File: src/rtl/dest_scoreboard.sv
// Destination-register scoreboard for a 5-stage in-order pipeline.
// Tracks the destinations in flight in EX/MEM/WB, detects load-use hazards
// against the instruction in ID, selects EX operand forwarding sources and
// counts stall cycles.
module dest_scoreboard (
    input  logic        clk,
    input  logic        reset,
    input  logic        id_valid,
    input  logic [4:0]  id_rs,
    input  logic [4:0]  id_rt,
    input  logic        id_uses_rt,
    input  logic [4:0]  wr_dest,
    input  logic        wr_is_load,
    input  logic        flush,
    output logic        stall,
    output logic [1:0]  fwd_a,
    output logic [1:0]  fwd_b,
    output logic [4:0]  wb_dest,
    output logic        wb_en,
    output logic [15:0] stall_cnt
);

    localparam logic [1:0] FWD_RF  = 2'b00;
    localparam logic [1:0] FWD_MEM = 2'b01;
    localparam logic [1:0] FWD_WB  = 2'b10;

    // Forwarding source for one EX operand; MEM wins over WB, r0 never forwards.
    function automatic logic [1:0] fwd_sel(input logic [4:0] src,
                                           input logic [4:0] mem_d,
                                           input logic [4:0] wb_d);
        logic [1:0] sel;
        if ((mem_d != 5'd0) && (mem_d == src)) begin
            sel = FWD_MEM;
        end else if ((wb_d != 5'd0) && (wb_d == src)) begin
            sel = FWD_WB;
        end else begin
            sel = FWD_RF;
        end
        return sel;
    endfunction

    logic [4:0] ex_dest_r;
    logic       ex_load_r;
    logic [4:0] ex_rs_r;
    logic [4:0] ex_rt_r;
    logic       ex_uses_rt_r;
    logic [4:0] mem_dest_r;
    logic       mem_load_r;
    logic [4:0] wb_dest_r;

    logic       hazard_s;
    logic       stall_s;
    logic       bubble_s;

    // Load-use hazard: a load in EX writes a register the ID instruction reads.
    always_comb begin
        hazard_s = 1'b0;
        if (ex_load_r && (ex_dest_r != 5'd0)) begin
            if ((ex_dest_r == id_rs) || (id_uses_rt && (ex_dest_r == id_rt))) begin
                hazard_s = 1'b1;
            end else begin
                hazard_s = 1'b0;
            end
        end else begin
            hazard_s = 1'b0;
        end
        stall_s  = hazard_s & id_valid & ~flush;
        bubble_s = stall_s | flush | ~id_valid;
    end

    // Pipeline slots: EX takes ID or a bubble, MEM and WB always advance.
    always_ff @(posedge clk or posedge reset) begin
        if (reset) begin
            ex_dest_r    <= 5'd0;
            ex_load_r    <= 1'b0;
            ex_rs_r      <= 5'd0;
            ex_rt_r      <= 5'd0;
            ex_uses_rt_r <= 1'b0;
            mem_dest_r   <= 5'd0;
            mem_load_r   <= 1'b0;
            wb_dest_r    <= 5'd0;
        end else begin
            if (bubble_s) begin
                ex_dest_r    <= 5'd0;
                ex_load_r    <= 1'b0;
                ex_rs_r      <= 5'd0;
                ex_rt_r      <= 5'd0;
                ex_uses_rt_r <= 1'b0;
            end else begin
                ex_dest_r    <= wr_dest;
                ex_load_r    <= wr_is_load;
                ex_rs_r      <= id_rs;
                ex_rt_r      <= id_rt;
                ex_uses_rt_r <= id_uses_rt;
            end
            mem_dest_r <= ex_dest_r;
            mem_load_r <= ex_load_r;
            wb_dest_r  <= mem_dest_r;
        end
    end

    // Saturating count of stall cycles.
    always_ff @(posedge clk or posedge reset) begin
        if (reset) begin
            stall_cnt <= 16'd0;
        end else if (stall_s && (stall_cnt != 16'hFFFF)) begin
            stall_cnt <= stall_cnt + 16'd1;
        end else begin
            stall_cnt <= stall_cnt;
        end
    end

    // Output decode from the slot registers and the current hazard.
    always_comb begin
        stall = stall_s;
        fwd_a = fwd_sel(ex_rs_r, mem_dest_r, wb_dest_r);
        if (ex_uses_rt_r) begin
            fwd_b = fwd_sel(ex_rt_r, mem_dest_r, wb_dest_r);
        end else begin
            fwd_b = FWD_RF;
        end
        wb_dest = wb_dest_r;
        wb_en   = (wb_dest_r != 5'd0);
    end

endmodule

File: config.mk
export PLATFORM = sky130hd
export DESIGN_NAME = dest_scoreboard
export DESIGN_NICKNAME = d
export VERILOG_FILES = /design/src/rtl/dest_scoreboard.sv
export SDC_FILE = /design/constraint.sdc
export NUM_CORES = 1
export LEC_CHECK = 0
export BUFFER_PORTS_ARGS = -buffer_cell sky130_fd_sc_hd__buf_2
export CAP_MARGIN = 20
export CORE_UTILIZATION = 48
export DETAILED_ROUTE_END_ITERATION = 16
export PLACE_DENSITY = 0.73
export SLEW_MARGIN = 20
export SYNTH_ARGS = -nofsm -noshare
export SYNTH_HDL_FRONTEND = slang
export SYNTH_SLANG_ARGS = --single-unit
File: constraint.sdc
create_clock -name clk -period 1.9 [get_ports clk]
set_input_delay 0.19 -clock clk [delete_from_list [all_inputs] [get_ports clk]]
set_output_delay 0.19 -clock clk [all_outputs]
set_load 0.005 [all_outputs]
==> flow_summary.rst <==
.. list-table::
   :header-rows: 1

   * - Metric
     - Value
   * - Setup Crit Path Kind
     - flip-flop to output port
   * - Post-Syn Area
     - 2098 um2
   * - Number of nets in the layout
     - 269
   * - Core Region
     - 4086 um2
   * - Number of I/O port buffers
     - 47
   * - Net count after synthesis
     - 204
   * - Maximum root-to-sink buffer count
     - 2
   * - Global router's overall resource usage
     - 20.71%
   * - Multi-input gate area in the final layout
     - 1064 um2
   * - Number of pins exceeding their max-slew limit in the final report
     - 0
   * - Slack of the worst reg-to-reg path
     - 0.01 ns
   * - Detail Route Antenna Nets
     - 0
   * - Routed vias/inst
     - 5.191
   * - Via count of the first global-routing pass
     - 1470
   * - Maxcap violations
     - 0
   * - Final hold viol count
     - 0
   * - Maximum VDD drop
     - 0.4333 mV
   * - Pin count of the biggest net entering global routing
     - 44
   * - Cell-internal power
     - 0.001426 W
   * - Startpoint kind of the worst setup timing path
     - flip-flop
   * - Proportion of synthesized chip area in sequential cells
     - 51.28%
   * - Clock network latency to the later pin of the worst-skew pair
     - 0.30 ns
   * - Top-count cell post-synth
     - sky130_fd_sc_hd__dfrtp_1
   * - YS warnings
     - 0
   * - Master cell of the clock root buffer
     - sky130_fd_sc_hd__clkbuf_8
   * - Portion of total power attributed to the clock network
     - 37.7%
   * - Post-synthesis cell type with the largest combined area
     - sky130_fd_sc_hd__dfrtp_1
   * - CTS Buf Count
     - 5
   * - TritonCTS clock tree
     - done
   * - Pre-antenna DRT Iters
     - 4
   * - Synthesized instance count
     - 182
   * - Largest cells by area after synthesis
     - sky130_fd_sc_hd__dfrtp_1, sky130_fd_sc_hd__xor2_1, sky130_fd_sc_hd__xnor2_1
   * - DRC viols
     - 0
   * - Combinational Power Share
     - 10.5%
   * - Number of levels the H-tree was split into
     - 2
   * - Post-synthesis sequential element count
     - 43
   * - IO Count
     - 48
   * - Global-route congestion overflow total
     - 0
   * - Hold bufs inserted after CTS
     - 0
   * - Syn Area/Cell
     - 11.53 um2
   * - Count of vias placed by the detailed router
     - 1547
   * - Count of distinct cell types in the synthesized netlist
     - 27
   * - Placed instance count
     - 283
   * - DIE AREA
     - 4640 um2
   * - Data arrival time of the worst path
     - 1.80 ns
   * - Initial antenna violation count
     - 0
   * - Classification of the worst-slack hold path
     - primary input to async pin
   * - Net Switching
     - 0.0004423 W
   * - Count of flip-flops with a built-in enable after synthesis
     - 0
   * - Post-DR wirelength/cell
     - 13.83 um
   * - Clk sink count
     - 43
   * - Count of final setup violators
     - 3
   * - Async set or reset register ratio after synthesis
     - 100.0%
   * - Violations in the final reports
     - negative setup slack
   * - Total routed wirelength
     - 4.120 mm
   * - Tmin final
     - 1.993 ns
   * - Clk slew on worst S/H paths
     - 0.08 ns
   * - Chip height
     - 68.12 um
   * - Starting density of the core
     - 51.35%
   * - Worst max-slew margin expressed relative to the limit
     - 64.24%
   * - Critical path peak fanout
     - 2
   * - Syn-to-layout area delta
     - 27.97%
   * - Category of the worst setup path capture point
     - output port
   * - Filler cells
     - 342
   * - Final Wtd Congestion
     - 0.8022
   * - Prevailing post-synth register cell
     - sky130_fd_sc_hd__dfrtp_1
   * - Sequential group share of total power
     - 51.7%
   * - Least setup slack across all paths after layout
     - -0.09304 ns
   * - Proportion of netlist area held by the largest area contributor
     - 51.28%
   * - Row cnt
     - 23
   * - Area of all sequential standard cells
     - 1079 um2
   * - Antenna Diode Count
     - 0
   * - Portion of the clock cycle consumed by the worst path in the final layout
     - 104.9%
   * - Maximum clock frequency
     - 501.7 MHz
   * - Power density cells
     - 695.7 nW/um2
   * - Chip width
     - 68.12 um
   * - Leading post-synthesis cells by instance count
     - sky130_fd_sc_hd__dfrtp_1, sky130_fd_sc_hd__xor2_1, sky130_fd_sc_hd__xnor2_1, sky130_fd_sc_hd__and2_1, sky130_fd_sc_hd__nand4_1
   * - Final non-filler cell total
     - 298
   * - Required time of the critical path
     - 1.71 ns
   * - Worst setup skew after layout
     - 0.008921 ns
   * - Number of DRC markers in iteration 0
     - 73
   * - DP HPWL
     - 3.069 mm
   * - Status
     - complete, but fails checks
   * - Share of final-layout standard cells stronger than drive strength 1
     - 37.50%
   * - Switching fraction of total power
     - 23.68%
   * - Worst Max-Slew Pin Slew
     - 0.5345 ns
   * - LEAKAGE
     - 1.362 nW
   * - Wire length of the first global-routing pass
     - 6.796 mm
   * - RSZ-0062 raised after global routing
     - true
   * - Final hold slack
     - 0.002537 ns
[metal layers]
metal	vias to the layer above	part of all wire, %	track usage (%)
met4	0	1.4	7.813
met5	-	0	0
met1	743	45	26.93
met3	7	4.5	6.167
li1	757	-	-
met2	40	50	32.48
[path summary, 6_finish.rpt]
check,cells past startpoint,end,from
worst max-delay path,5,fwd_b[1],mem_dest_r[1]$_DFF_PP0_
worst min-delay path,3,ex_rt_r[4]$_DFF_PP0_,reset
worst max register to register,5,stall_cnt[1]$_DFFE_PP0P_,ex_dest_r[4]$_DFF_PP0_
worst min register to register,0,mem_dest_r[3]$_DFF_PP0_,ex_dest_r[3]$_DFF_PP0_
max in group asynchronous,3,ex_dest_r[0]$_DFF_PP0_,reset
min in group clk,2,ex_dest_r[3]$_DFF_PP0_,wr_dest[3]
[power groups by stage]
stage               clock, W  sequential [W]  combinational (W)
floorplan                  0        0.000978           0.000115
global placement           0        0.000984           0.000167
detailed placement         0        0.000985           0.000169
CTS                 0.000722        0.000965           0.000185
global route        0.000768        0.000970           0.000220
finish              0.000705        0.000966           0.000197
[worst max-delay path: stages (launching register included)]
cell and delay, ns:
sky130_fd_sc_hd__dfrtp_1 0.40, sky130_fd_sc_hd__or4_4 0.55, sky130_fd_sc_hd__nor2_4 0.13, sky130_fd_sc_hd__nor4_4 0.06, sky130_fd_sc_hd__nor4_1 0.21, sky130_fd_sc_hd__buf_2 0.15
[stage by stage]
step	util, %	setup WS [ns]	power [W]	setup TNS, ns	cell area, um2
floorplan	-	0.1026	0.001094	0	2098
global placement	59.03	0.009136	0.001151	0	2412
detailed placement	59.03	-0.01652	0.001153	-0.03895	2412
CTS	63.66	-0.08000	0.001873	-0.2062	2601
global route	65.71	-0.1887	0.001958	-0.8410	2685
finish	65.71	-0.09304	0.001868	-0.2013	2685
[flip-flops by register name, indices dropped and copies added, names as in the netlist]
signal,cells
ex_dest_r,5
ex_load_r,1
ex_rs_r,5
ex_rt_r,5
ex_uses_rt_r,1
mem_dest_r,5
stall_cnt,16
wb_dest,5
[cells by family after synthesis]
group / synth area share (%)
mux: 1.252
compound gates: 4.353
fa+ha+maj: 0.5962
simple gates: 21.89
flops: 51.28
xor+xnor: 18.37
buf+inv: 2.266
[final cells by class]
class	instances	share of cell area, %
Inverter	3	0.4194
Clock inverter	3	1.631
Tap cell	50	2.330
Clock buffer	5	2.563
Timing Repair Buffer	61	13.28
Multi-Input combinational cell	133	39.61
Sequential cell	43	40.17
[repair_timing]
| action | CTS | global route |
|---|---|---|
| resized for setup | 6 | 13 |
| pin swaps | 4 | 12 |
| setup endpoints to repair | 22 | 15 |
| buffers inserted | 4 | 3 |
| hold endpoints to repair | 0 | 0 |
[placed cells by master (no fill, tap or decap), drive strengths merged, types with 5 or more instances in the layout]
| cell type | n |
|---|---|
| buf | 61 |
| clkbuf | 5 |
| nor4 | 8 |
| xnor2 | 19 |
| xor2 | 25 |
| nor2 | 10 |
| nand4 | 11 |
| nand2 | 8 |
| dfrtp | 43 |
| and2 | 18 |
| nand3 | 8 |
| nor3 | 10 |
Note: power is estimated with default switching activity, not from simulation.
